<file path="config.mk">
export PLATFORM = sky130hd
export DESIGN_NAME = serial_bit_feeder
export DESIGN_NICKNAME = d
export VERILOG_FILES = /design/src/rtl/feeder_pkg.sv /design/src/rtl/feeder_shift_reg.sv /design/src/rtl/serial_bit_feeder.sv
export SDC_FILE = /design/constraint.sdc
export NUM_CORES = 1
export LEC_CHECK = 0
export CORE_MARGIN = 2
export CORE_UTILIZATION = 50
export DETAILED_ROUTE_END_ITERATION = 8
export PLACE_DENSITY = 0.8
export SKIP_LAST_GASP = 1
export SLEW_MARGIN = 25
export SYNTH_ARGS = -nofsm -noshare
export SYNTH_HDL_FRONTEND = slang
export SYNTH_SLANG_ARGS = --single-unit
</file>
<file path="constraint.sdc">
create_clock -name clk -period 3.4 [get_ports clk]
set_input_delay 0.68 -clock clk [delete_from_list [all_inputs] [get_ports clk]]
set_output_delay 0.68 -clock clk [all_outputs]
set_load 0.02 [all_outputs]
</file>
<file path="src/rtl/feeder_pkg.sv">
// ============================================================================
// Module      : feeder_pkg
// Description : Shared state encoding, idle level and parity helper for the
//               serial bit feeder.
// Revision    : 1.0
// ============================================================================
`default_nettype none

package feeder_pkg;

   typedef enum logic [1:0] {
      ST_IDLE  = 2'd0,
      ST_SHIFT = 2'd1,
      ST_PAR   = 2'd2,
      ST_DONE  = 2'd3
   } state_t;

   localparam logic IDLE_LEVEL = 1'b1;

   // Widest word the parity helper accepts; narrower words are zero-extended,
   // which leaves the XOR unchanged.
   localparam int PAR_MAX_W = 64;

   function automatic logic even_parity(input logic [PAR_MAX_W-1:0] word);
      return ^word;
   endfunction

endpackage

`default_nettype wire

</file>
<file path="src/rtl/feeder_shift_reg.sv">
// ============================================================================
// Module      : feeder_shift_reg
// Description : WIDTH-bit parallel-load, shift-left (zero fill) register with
//               an MSB tap.
// Revision    : 1.0
// ============================================================================
`default_nettype none

module feeder_shift_reg #(
   parameter int WIDTH = 8
) (
   input  logic             clk,
   input  logic             rst,
   input  logic             i_load,
   input  logic             i_shift,
   input  logic [WIDTH-1:0] i_data,
   output logic             o_msb
);

   logic [WIDTH-1:0] r_sreg;

   always_ff @(posedge clk) begin
      if (rst) begin
         r_sreg <= '0;
      end else if (i_load) begin
         r_sreg <= i_data;
      end else if (i_shift) begin
         r_sreg <= {r_sreg[WIDTH-2:0], 1'b0};
      end
   end

   assign o_msb = r_sreg[WIDTH-1];

endmodule

`default_nettype wire

</file>
<file path="src/rtl/serial_bit_feeder.sv">
// ============================================================================
// Module      : serial_bit_feeder
// Description : Accepts a word over valid/ready and drives it MSB-first, one
//               bit per clock, with bit_valid/busy/done framing.
//               Define FEED_PARITY_EN to append an even-parity bit.
// Revision    : 1.0
// ============================================================================
`default_nettype none

module serial_bit_feeder
   import feeder_pkg::*;
#(
   parameter int   WIDTH    = 8,
   parameter logic IDLE_BIT = IDLE_LEVEL
) (
   input  logic             clk,
   input  logic             rst,
   input  logic [WIDTH-1:0] data_in,
   input  logic             load_valid,
   output logic             load_ready,
   output logic             x_out,
   output logic             bit_valid,
   output logic             busy,
   output logic             done
);

   localparam int                 c_CNT_W = (WIDTH > 1) ? $clog2(WIDTH) : 1;
   localparam logic [c_CNT_W-1:0] c_LAST  = c_CNT_W'(WIDTH - 1);

   state_t             r_state;
   state_t             w_next;
   logic [c_CNT_W-1:0] r_cnt;
   logic [c_CNT_W-1:0] w_cnt_next;
   logic               w_load;
   logic               w_shift;
   logic               w_msb;

   feeder_shift_reg #(
      .WIDTH (WIDTH)
   ) u_sreg (
      .clk     (clk),
      .rst     (rst),
      .i_load  (w_load),
      .i_shift (w_shift),
      .i_data  (data_in),
      .o_msb   (w_msb)
   );

`ifdef FEED_PARITY_EN
   logic r_parity;

   // Parity is taken from the word as latched, not from the draining register.
   always_ff @(posedge clk) begin
      if (rst) begin
         r_parity <= 1'b0;
      end else if (w_load) begin
         r_parity <= even_parity(PAR_MAX_W'(data_in));
      end
   end
`endif

   always_ff @(posedge clk) begin
      if (rst) begin
         r_state <= ST_IDLE;
         r_cnt   <= '0;
      end else begin
         r_state <= w_next;
         r_cnt   <= w_cnt_next;
      end
   end

   always_comb begin
      w_next     = r_state;
      w_cnt_next = r_cnt;
      w_load     = 1'b0;
      w_shift    = 1'b0;
      case (r_state)
         ST_IDLE, ST_DONE: begin
            if (load_valid) begin
               w_load     = 1'b1;
               w_cnt_next = '0;
               w_next     = ST_SHIFT;
            end else begin
               w_next = ST_IDLE;
            end
         end
         ST_SHIFT: begin
            w_shift = 1'b1;
            if (r_cnt == c_LAST) begin
               w_cnt_next = '0;
`ifdef FEED_PARITY_EN
               w_next     = ST_PAR;
`else
               w_next     = ST_DONE;
`endif
            end else begin
               w_cnt_next = r_cnt + c_CNT_W'(1);
            end
         end
`ifdef FEED_PARITY_EN
         ST_PAR: begin
            w_next = ST_DONE;
         end
`endif
         default: begin
            w_next = ST_IDLE;
         end
      endcase
   end

   // Every output is a decode of registered state; inputs never reach them.
   always_comb begin
      load_ready = 1'b0;
      bit_valid  = 1'b0;
      busy       = 1'b0;
      done       = 1'b0;
      x_out      = IDLE_BIT;
      case (r_state)
         ST_IDLE: begin
            load_ready = 1'b1;
         end
         ST_SHIFT: begin
            bit_valid = 1'b1;
            busy      = 1'b1;
            x_out     = w_msb;
         end
`ifdef FEED_PARITY_EN
         ST_PAR: begin
            bit_valid = 1'b1;
            busy      = 1'b1;
            x_out     = r_parity;
         end
`endif
         ST_DONE: begin
            load_ready = 1'b1;
            done       = 1'b1;
         end
         default: begin
            load_ready = 1'b0;
         end
      endcase
   end

endmodule

`default_nettype wire
</file>
==> Word-level counts from Yosys, hierarchy flattened <==
Index checks and enable logic that the tools add are counted.
{ "totals": {"output_inout_bits": 5, "register_bits": 13, "word_cells": 28} }
{ "classes": {"muxes": 14, "reduce_logical": 5, "eq_ne": 5, "addsub": 1} }
{ "op_table": {"columns": ["op", "n"], "rows": [
  ["8-bit two-way mux", 2],
  ["1-bit two-way mux", 7],
  ["3-bit two-way mux", 2],
  ["3-bit one-hot mux with 2 select lines", 1],
  ["2-bit one-hot mux with 2 select lines", 1],
  ["2-bit nonzero test", 2],
  ["3-bit by 1-bit adder with 3-bit output (second input constant)", 1],
  ["3-bit == test (second input constant)", 1],
  ["2-bit by 1-bit == test with 1-bit output (second input constant)", 1],
  ["2-bit == test (second input constant)", 1],
  ["2-bit zero test", 1],
  ["2-bit two-way mux", 1],
  ["2-bit by 1-bit != test with 1-bit output (second input constant)", 1],
  ["2-bit != test (second input constant)", 1],
  ["2-bit AND reduction", 1],
  ["2-bit OR reduction", 1]
]} }

==> Longest topological paths before layout <==
Gate-level depths: netlist of the first run.
{ "depth": {"ltp_word": 4, "ltp_mapped": 7, "mapped_depth_nobuf": 5} }

==> Hierarchy <==
Synthesis of the first run repeated with hierarchy kept, for this count alone.
{ "unflattened": {"cells_unflattened": 69, "area_unflattened_um2": 698.2} }
{ "by_module_without_submodules": {"columns": ["module", "cells_each", "area_per_inst_um2", "seq_area_each_um2", "instances"], "rows": [
  ["feeder_shift_reg", 35, 369.1, 160.2, 1],
  ["serial_bit_feeder", 34, 329.1, 100.1, 1]
]} }

==> Worst setup path before layout of the first run <==
Ideal clock, no wire load.
{ "synth_timing": {"kind": "register to output", "startpoint": "reg r_state[1]", "endpoint": "out x_out", "stages_incl_launch_ff": 6, "path_slack_ps": 1532, "t_required_ps": 2720, "t_arrival_ps": 1188, "cell_sequence": "dfxtp_1 inv_1 ha_1 buf_6 clkbuf_8 nand2b_1"} }
{ "synth_via": {"elab_chain_cells": 2} }
{ "synth_lines": {"columns": ["item", "line_no", "source"], "rows": [
  ["from (decl)", "serial_bit_feeder.sv:30", "state_t r_state;"],
  ["from (signal assigned)", "serial_bit_feeder.sv:67", "r_state <= w_next;"],
  ["2-bit by 1-bit == test with 1-bit output", "serial_bit_feeder.sv:118", "case (r_state)"],
  ["1-bit two-way mux", "serial_bit_feeder.sv:118", null],
  ["to (decl)", "serial_bit_feeder.sv:21", "output logic x_out,"]
]} }
Every way passes these cells.

==> Final worst setup path of the first run <==
{ "layout_timing": {"startpoint": "reg r_state[1]", "endpoint": "out busy"} }
{ "layout_via": {"elab_chain_cells": 2} }
{ "layout_lines": {"columns": ["item", "line_no", "source"], "rows": [
  ["2-bit by 1-bit == test with 1-bit output", "serial_bit_feeder.sv:118", null],
  ["1-bit two-way mux", "serial_bit_feeder.sv:118", null],
  ["to (decl)", "serial_bit_feeder.sv:23", "output logic busy,"]
]} }
Every way passes these cells.

==> metrics.csv, run 1 <==
metric,value,unit
status,"complete, no violations",
r2r_cells,5,
hold_depth,2,
route.detailed.drc,0,
ys_seq_area_frac,0.384,
cts_tree,done,
io_pins,16,
synth_top_cell_area_share,0.384,
fin_crit,2.74,ns
cp_num_buf_inv,2,
critical_path.max_stage_delay,0.73,ns
die_area,1660,um^2
slew_headroom,0.516,
grt_pass1_wl,1.86,mm
crit_type,reg2out,
cts-root-buf,clkbuf_4,
synth.avg_cell_area,9.95,um^2
cts_resized,0,
placementRows,13,
htree_levels,1,
clk_pin_slew,0.08,ns
grt-ovfl-total,0,
switching_share,0.300,
placed_cell_area,805,um^2
cts_inserted_buffers,3,
crit_arrival,2.06,ns
grtUsageMet3,0.0815,
first_pass_iters,3,
busiest_layer,met2,
min-delay-start,r_cnt[0],
tightest_slew,0.727,ns
p_int,0.000268,W
rsz0062_at_grt,no,
path_cells,inv_1 -> ha_1 -> clkdlybuf4s50_1,
critPathTopFamily,buffers and inverters,
synthTopCellsByArea,"dfxtp_1, mux2i_1, ha_1",
synth_top_family_by_area,simple AND/OR/NAND/NOR gates,
layout_common_cells,"clkdlybuf4s50_1, dfxtp_1, nor2_1",
grt_pass1_vias,457,
cp_slowest_cell,clkdlybuf4s50_1,
ys.warnings.count,0,
post_drt_wl_per_cell,11.8,um
drive_gt1_frac,0.0732,
insertion_delay,0.28,ns
synth_nets,85,
cp_max_fo,17,
routed_via_density,5.39,
irDropWorstVdd,0.000289,V
r2r_slack,1.67,ns
required,2.72,ns
post-synth-top-area-cell,dfxtp_1,
mostFrequentLayoutCell,clkdlybuf4s50_1,
synth_compound_area_frac,0.131,
drt_iter0_drc,3,
antenna_found_initial,0,
min_to,r_cnt[0],
vias,523,
synth_xor_xnor_area_share,0,
leakagePower,0.328,nW
io_buffers,15,
clockPowerShare,0.251,
maxSlewViolCount,0,
hold_viol_final,0,
grt_usage,0.178,
syn_area,677,um^2
nets,100,
initial_core_util,0.527,
grt_use_met1,0.220,
power_density,460,nW/um^2
hold_buffers,0,
die_h,40.8,um
timing.rr.end,r_cnt[0],
cts_setup_buffers,0,
synth-simple-area-share,0.168,
core,1280,um^2
fmax,365,MHz
max-clock-path-buffers,2,
route.final.wire_length,1.15,mm
dp_hpwl,837,um
final_design_area_no_fill,831,um^2
syn_inst,68,
grt_max_degree,18,
period_share,0.806,
synthMuxAreaShare,0.133,
power_frac_seq,0.465,
clock_skew,0.00768,ns
hold_path_class,reg2reg,
end_kind,output port,
syn2layout_area_growth,22.7,%
finalSetupTns,0,ns
cts_sinks,13,
grtUsageMet2,0.250,
finalSetupViolCount,0,
combPwrFrac,0.284,
synthAdderAreaFrac,0.111,
cap_violations,0,
place_congestion,0.712,
rr_startpoint,r_state[1],
antennaDiodeCount,0,
die_w,40.8,um
critPathLaunchType,flip-flop,
synth_seq_cells,13,
ant_nets,0,
p_sw,0.000115,W
ys_types,23,
## state kept, by name, summed over array words and instances, names as in the netlist
register	cells
u_sreg.r_sreg	8
r_cnt	3
r_state	2
## stage by stage
step	setup slack, ns	cells	total power (W)	utilization	hold slack [ns]
after global placement	0.981	93	0.000289	0.626	0.458
after detailed placement	0.956	93	0.000290	0.626	0.471
after CTS	0.634	97	0.000386	0.647	0.484
after global routing	0.512	97	0.000406	0.647	0.495
final	0.659	97	0.000383	0.647	0.480
after floorplan	1.53	68	0.000262	-	0.445
## synth_stat cells, drive strengths merged
cell    number
inv          2
mux2i        9
nor2        11
a211oi       7
buf          3
nand3b       1
a21oi        2
a32oi        2
o311ai       1
nand2        2
nand2b       2
or3b         1
or4          1
dfxtp       13
ha           6
clkbuf       2
or2b         1
nand3        2
## area by class of cell
class | count | area, um^2
Tap cell | 15 | 18.8
Inverter | 2 | 7.51
Multi-Input combinational cell | 48 | 368
Fill cell | 112 | 454
Sequential cell | 13 | 260
Timing Repair Buffer | 15 | 150
Clock buffer | 4 | 26.3
## kinds of logic (layout without fill, tap and decap cells)
kind of cell / count (synthesis) / in the layout
AOI/OAI and AO/OA: 12 / 12
adders and majority gates: 6 / 6
buffers and inverters: 7 / 21
DFF: 13 / 13
muxes: 9 / 9
and+or+nand+nor: 21 / 21
## tightest hold or removal path: cells and delay by family, from the launching register on
family             cells  cell delay, ns
and+or+nand+nor        1            0.06
AOI/OAI and AO/OA      1            0.05
DFF                    1            0.33
## how the worst max path moves through the flow
stage / startpoint / endpoint / slack [ns] / cells past startpoint
floorplan: r_state[1] / x_out / 1.53 / 5
global placement: r_state[1] / bit_valid / 0.98 / 3
detailed placement: r_state[1] / busy / 0.96 / 3
CTS: r_state[1] / busy / 0.63 / 3
global route: r_state[1] / busy / 0.51 / 3
finish: r_state[1] / busy / 0.66 / 3
## layer usage
layer	wire length [um]	part of all wire	vias up
met2	544	0.47	11
met5	0	0	-
met1	524	0.46	237
met3	52	0.045	4
li1	-	-	271
met4	27	0.024	0
## power groups by stage
stage	logic, W	clock network (W)	registers [W]
floorplan	0.0000832	0	0.000179
global placement	0.000108	0	0.000181
detailed placement	0.000109	0	0.000181
CTS	0.000110	0.0000983	0.000178
global route	0.000121	0.000105	0.000180
finish	0.000109	0.0000958	0.000178
No activity file was read; power rests on OpenSTA's default activity.
==> inputs of run 2 (changes only) <==
--- a/config.mk
+++ b/config.mk
@@ -6,9 +6,9 @@
 export NUM_CORES = 1
 export LEC_CHECK = 0
 export CORE_MARGIN = 2
-export CORE_UTILIZATION = 50
+export CORE_UTILIZATION = 42
 export DETAILED_ROUTE_END_ITERATION = 8
-export PLACE_DENSITY = 0.8
+export PLACE_DENSITY = 0.72
 export SKIP_LAST_GASP = 1
 export SLEW_MARGIN = 25
 export SYNTH_ARGS = -nofsm -noshare
==> constraint.sdc (replaced) <==
create_clock -name clk -period 2.4 [get_ports clk]
set_input_delay 0.48 -clock clk [delete_from_list [all_inputs] [get_ports clk]]
set_output_delay 0.48 -clock clk [all_outputs]
set_load 0.02 [all_outputs]
==> run 2 against run 1 <==
Compared with the run above:
- sequential power increased by 42%
- clock power increased by 37%
- first-iteration DRC count decreased by 67%
- combinational power increased by 46%
- hold slack got worse by 0.0027 ns
- clock skew decreased by 0.0061 ns
- largest cell class unchanged
- critical path depth unchanged
- setup slack got worse by 0.49 ns
- final cell count increased by 3.1%
- register-to-register slack got worse by 1.0 ns
==> metrics.csv, run 2 (synthesized netlist as in run 1, its figures left out) <==
metric,value,unit
status,"complete, no violations",
dp_hpwl,884,um
cts_inserted_buffers,3,
antenna_found_initial,0,
crit_type,reg2out,
nets,102,
fin_crit,2.23,ns
top_register,u_sreg.r_sreg,
cp_max_fo,5,
leakagePower,0.338,nW
max-clock-path-buffers,2,
required,1.92,ns
cts_tree,done,
htree_levels,1,
combPwrFrac,0.294,
grt_pass1_vias,455,
io_buffers,15,
grt-ovfl-total,0,
finalSetupViolCount,0,
critPathTopFamily,buffers and inverters,
drt_iter0_drc,1,
post_drt_wl_per_cell,12.0,um
die_h,44.1,um
route.detailed.drc,0,
irDropWorstVdd,0.000259,V
dp.cells,96,
routed_via_density,5.23,
grt_use_met1,0.167,
switching_share,0.296,
route.final.wire_length,1.20,mm
first_pass_iters,3,
critical_path.max_stage_delay,0.64,ns
p_int,0.000382,W
grt_pass1_wl,1.91,mm
fin_cells,100,
cts_setup_buffers,0,
layout_common_cells,"clkdlybuf4s50_1, dfxtp_1, nor2_1",
p_sw,0.000161,W
end_kind,output port,
initial_core_util,0.449,
placed_cell_area,821,um^2
maxSlewViolCount,0,
die_w,44.1,um
grtUsageMet3,0.0286,
clk_pin_slew,0.08,ns
cap_violations,0,
syn2layout_area_growth,25.1,%
grtUsageMet2,0.209,
path_cells,inv_1 -> ha_1 -> clkdlybuf4s50_1,
mostFrequentLayoutCell,clkdlybuf4s50_1,
place_congestion,0.761,
cts_resized,0,
slew_headroom,0.770,
rsz0062_at_grt,no,
die_area,1950,um^2
crit_arrival,1.75,ns
cts_sinks,13,
grt_max_degree,17,
insertion_delay,0.27,ns
ant_nets,0,
cts-root-buf,clkbuf_4,
top_regs,"u_sreg.r_sreg (8), r_cnt (3), r_state (2)",
core,1510,um^2
finalSetupTns,0,ns
whs,0.477,ns
grt_usage,0.138,
cp_slowest_cell,clkdlybuf4s50_1,
vias,523,
clockPowerShare,0.242,
power_frac_seq,0.464,
drive_gt1_frac,0.0952,
power,0.000543,W
period_share,0.930,
clock_skew,0.00158,ns
hold_viol_final,0,
fmax,448,MHz
busiest_layer,met2,
cp_num_buf_inv,2,
antennaDiodeCount,0,
power_density,641,nW/um^2
placementRows,14,
hold_buffers,0,
critPathLaunchType,flip-flop,
hold_path_class,reg2reg,
io_pins,16,
tightest_slew,0.345,ns
final_design_area_no_fill,847,um^2
largest_register_ffs,8,
-- run 2: cell types whose count changed in the layout (fill, tap and decap cells not counted), sizes merged --
cell / before / now
buf: 0 / 2
-- run 2: power by group through the flow --
stage | Clock [W] | Sequential [W] | Combinational [W]
after floorplan | 0 | 0.000254 | 0.000118
after global placement | 0 | 0.000257 | 0.000158
after detailed placement | 0 | 0.000257 | 0.000160
after CTS | 0.000138 | 0.000252 | 0.000162
after global routing | 0.000146 | 0.000256 | 0.000174
final | 0.000131 | 0.000252 | 0.000159
-- run 2: final cells by class --
type	count	area (um^2)
inverters	2	7.51
multi-input cells	48	368
fillers	147	659
well taps	16	20.0
repair buffers	17	165
clock buffers	4	26.3
flip-flops and latches	13	260
-- run 2: stage by stage --
step,util,setup WS (ns)
floorplan,-,0.732
global placement,0.545,0.466
detailed placement,0.545,0.450
CTS,0.562,0.134
global route,0.562,0.0614
finish,0.562,0.167
-- run 2: path summary, 6_finish.rpt --
kind	from	end	slack, ns	cells past startpoint
max	r_state[0]	load_ready	0.17	3
min	r_cnt[0]	r_cnt[0]	0.48	2
max reg2reg	r_state[0]	r_state[0]	0.65	5
min reg2reg	r_cnt[0]	r_cnt[0]	0.48	2
-- run 2: metal layers --
layer | share of wire | vias to the layer above
met2 | 0.47 | 11
met5 | 0 | -
met4 | 0.012 | 0
li1 | - | 274
met3 | 0.036 | 2
met1 | 0.48 | 236
-- run 2: worst register-to-register path: stages, from the launching register on --
cell and delay (ns):
dfxtp_1 0.39, inv_1 0.08, ha_1 0.38, nand2_2 0.23, or4_1 0.47, o311ai_1 0.11
==> inputs of run 3 (changes only) <==
--- a/config.mk
+++ b/config.mk
@@ -8,6 +8,7 @@
 export CORE_MARGIN = 2
 export CORE_UTILIZATION = 42
 export DETAILED_ROUTE_END_ITERATION = 8
+export GPL_TIMING_DRIVEN = 1
 export PLACE_DENSITY = 0.72
 export SKIP_LAST_GASP = 1
 export SLEW_MARGIN = 25
==> results of run 3 <==
Same layout as run 2: the final DEF is identical, and so are final timing and power.
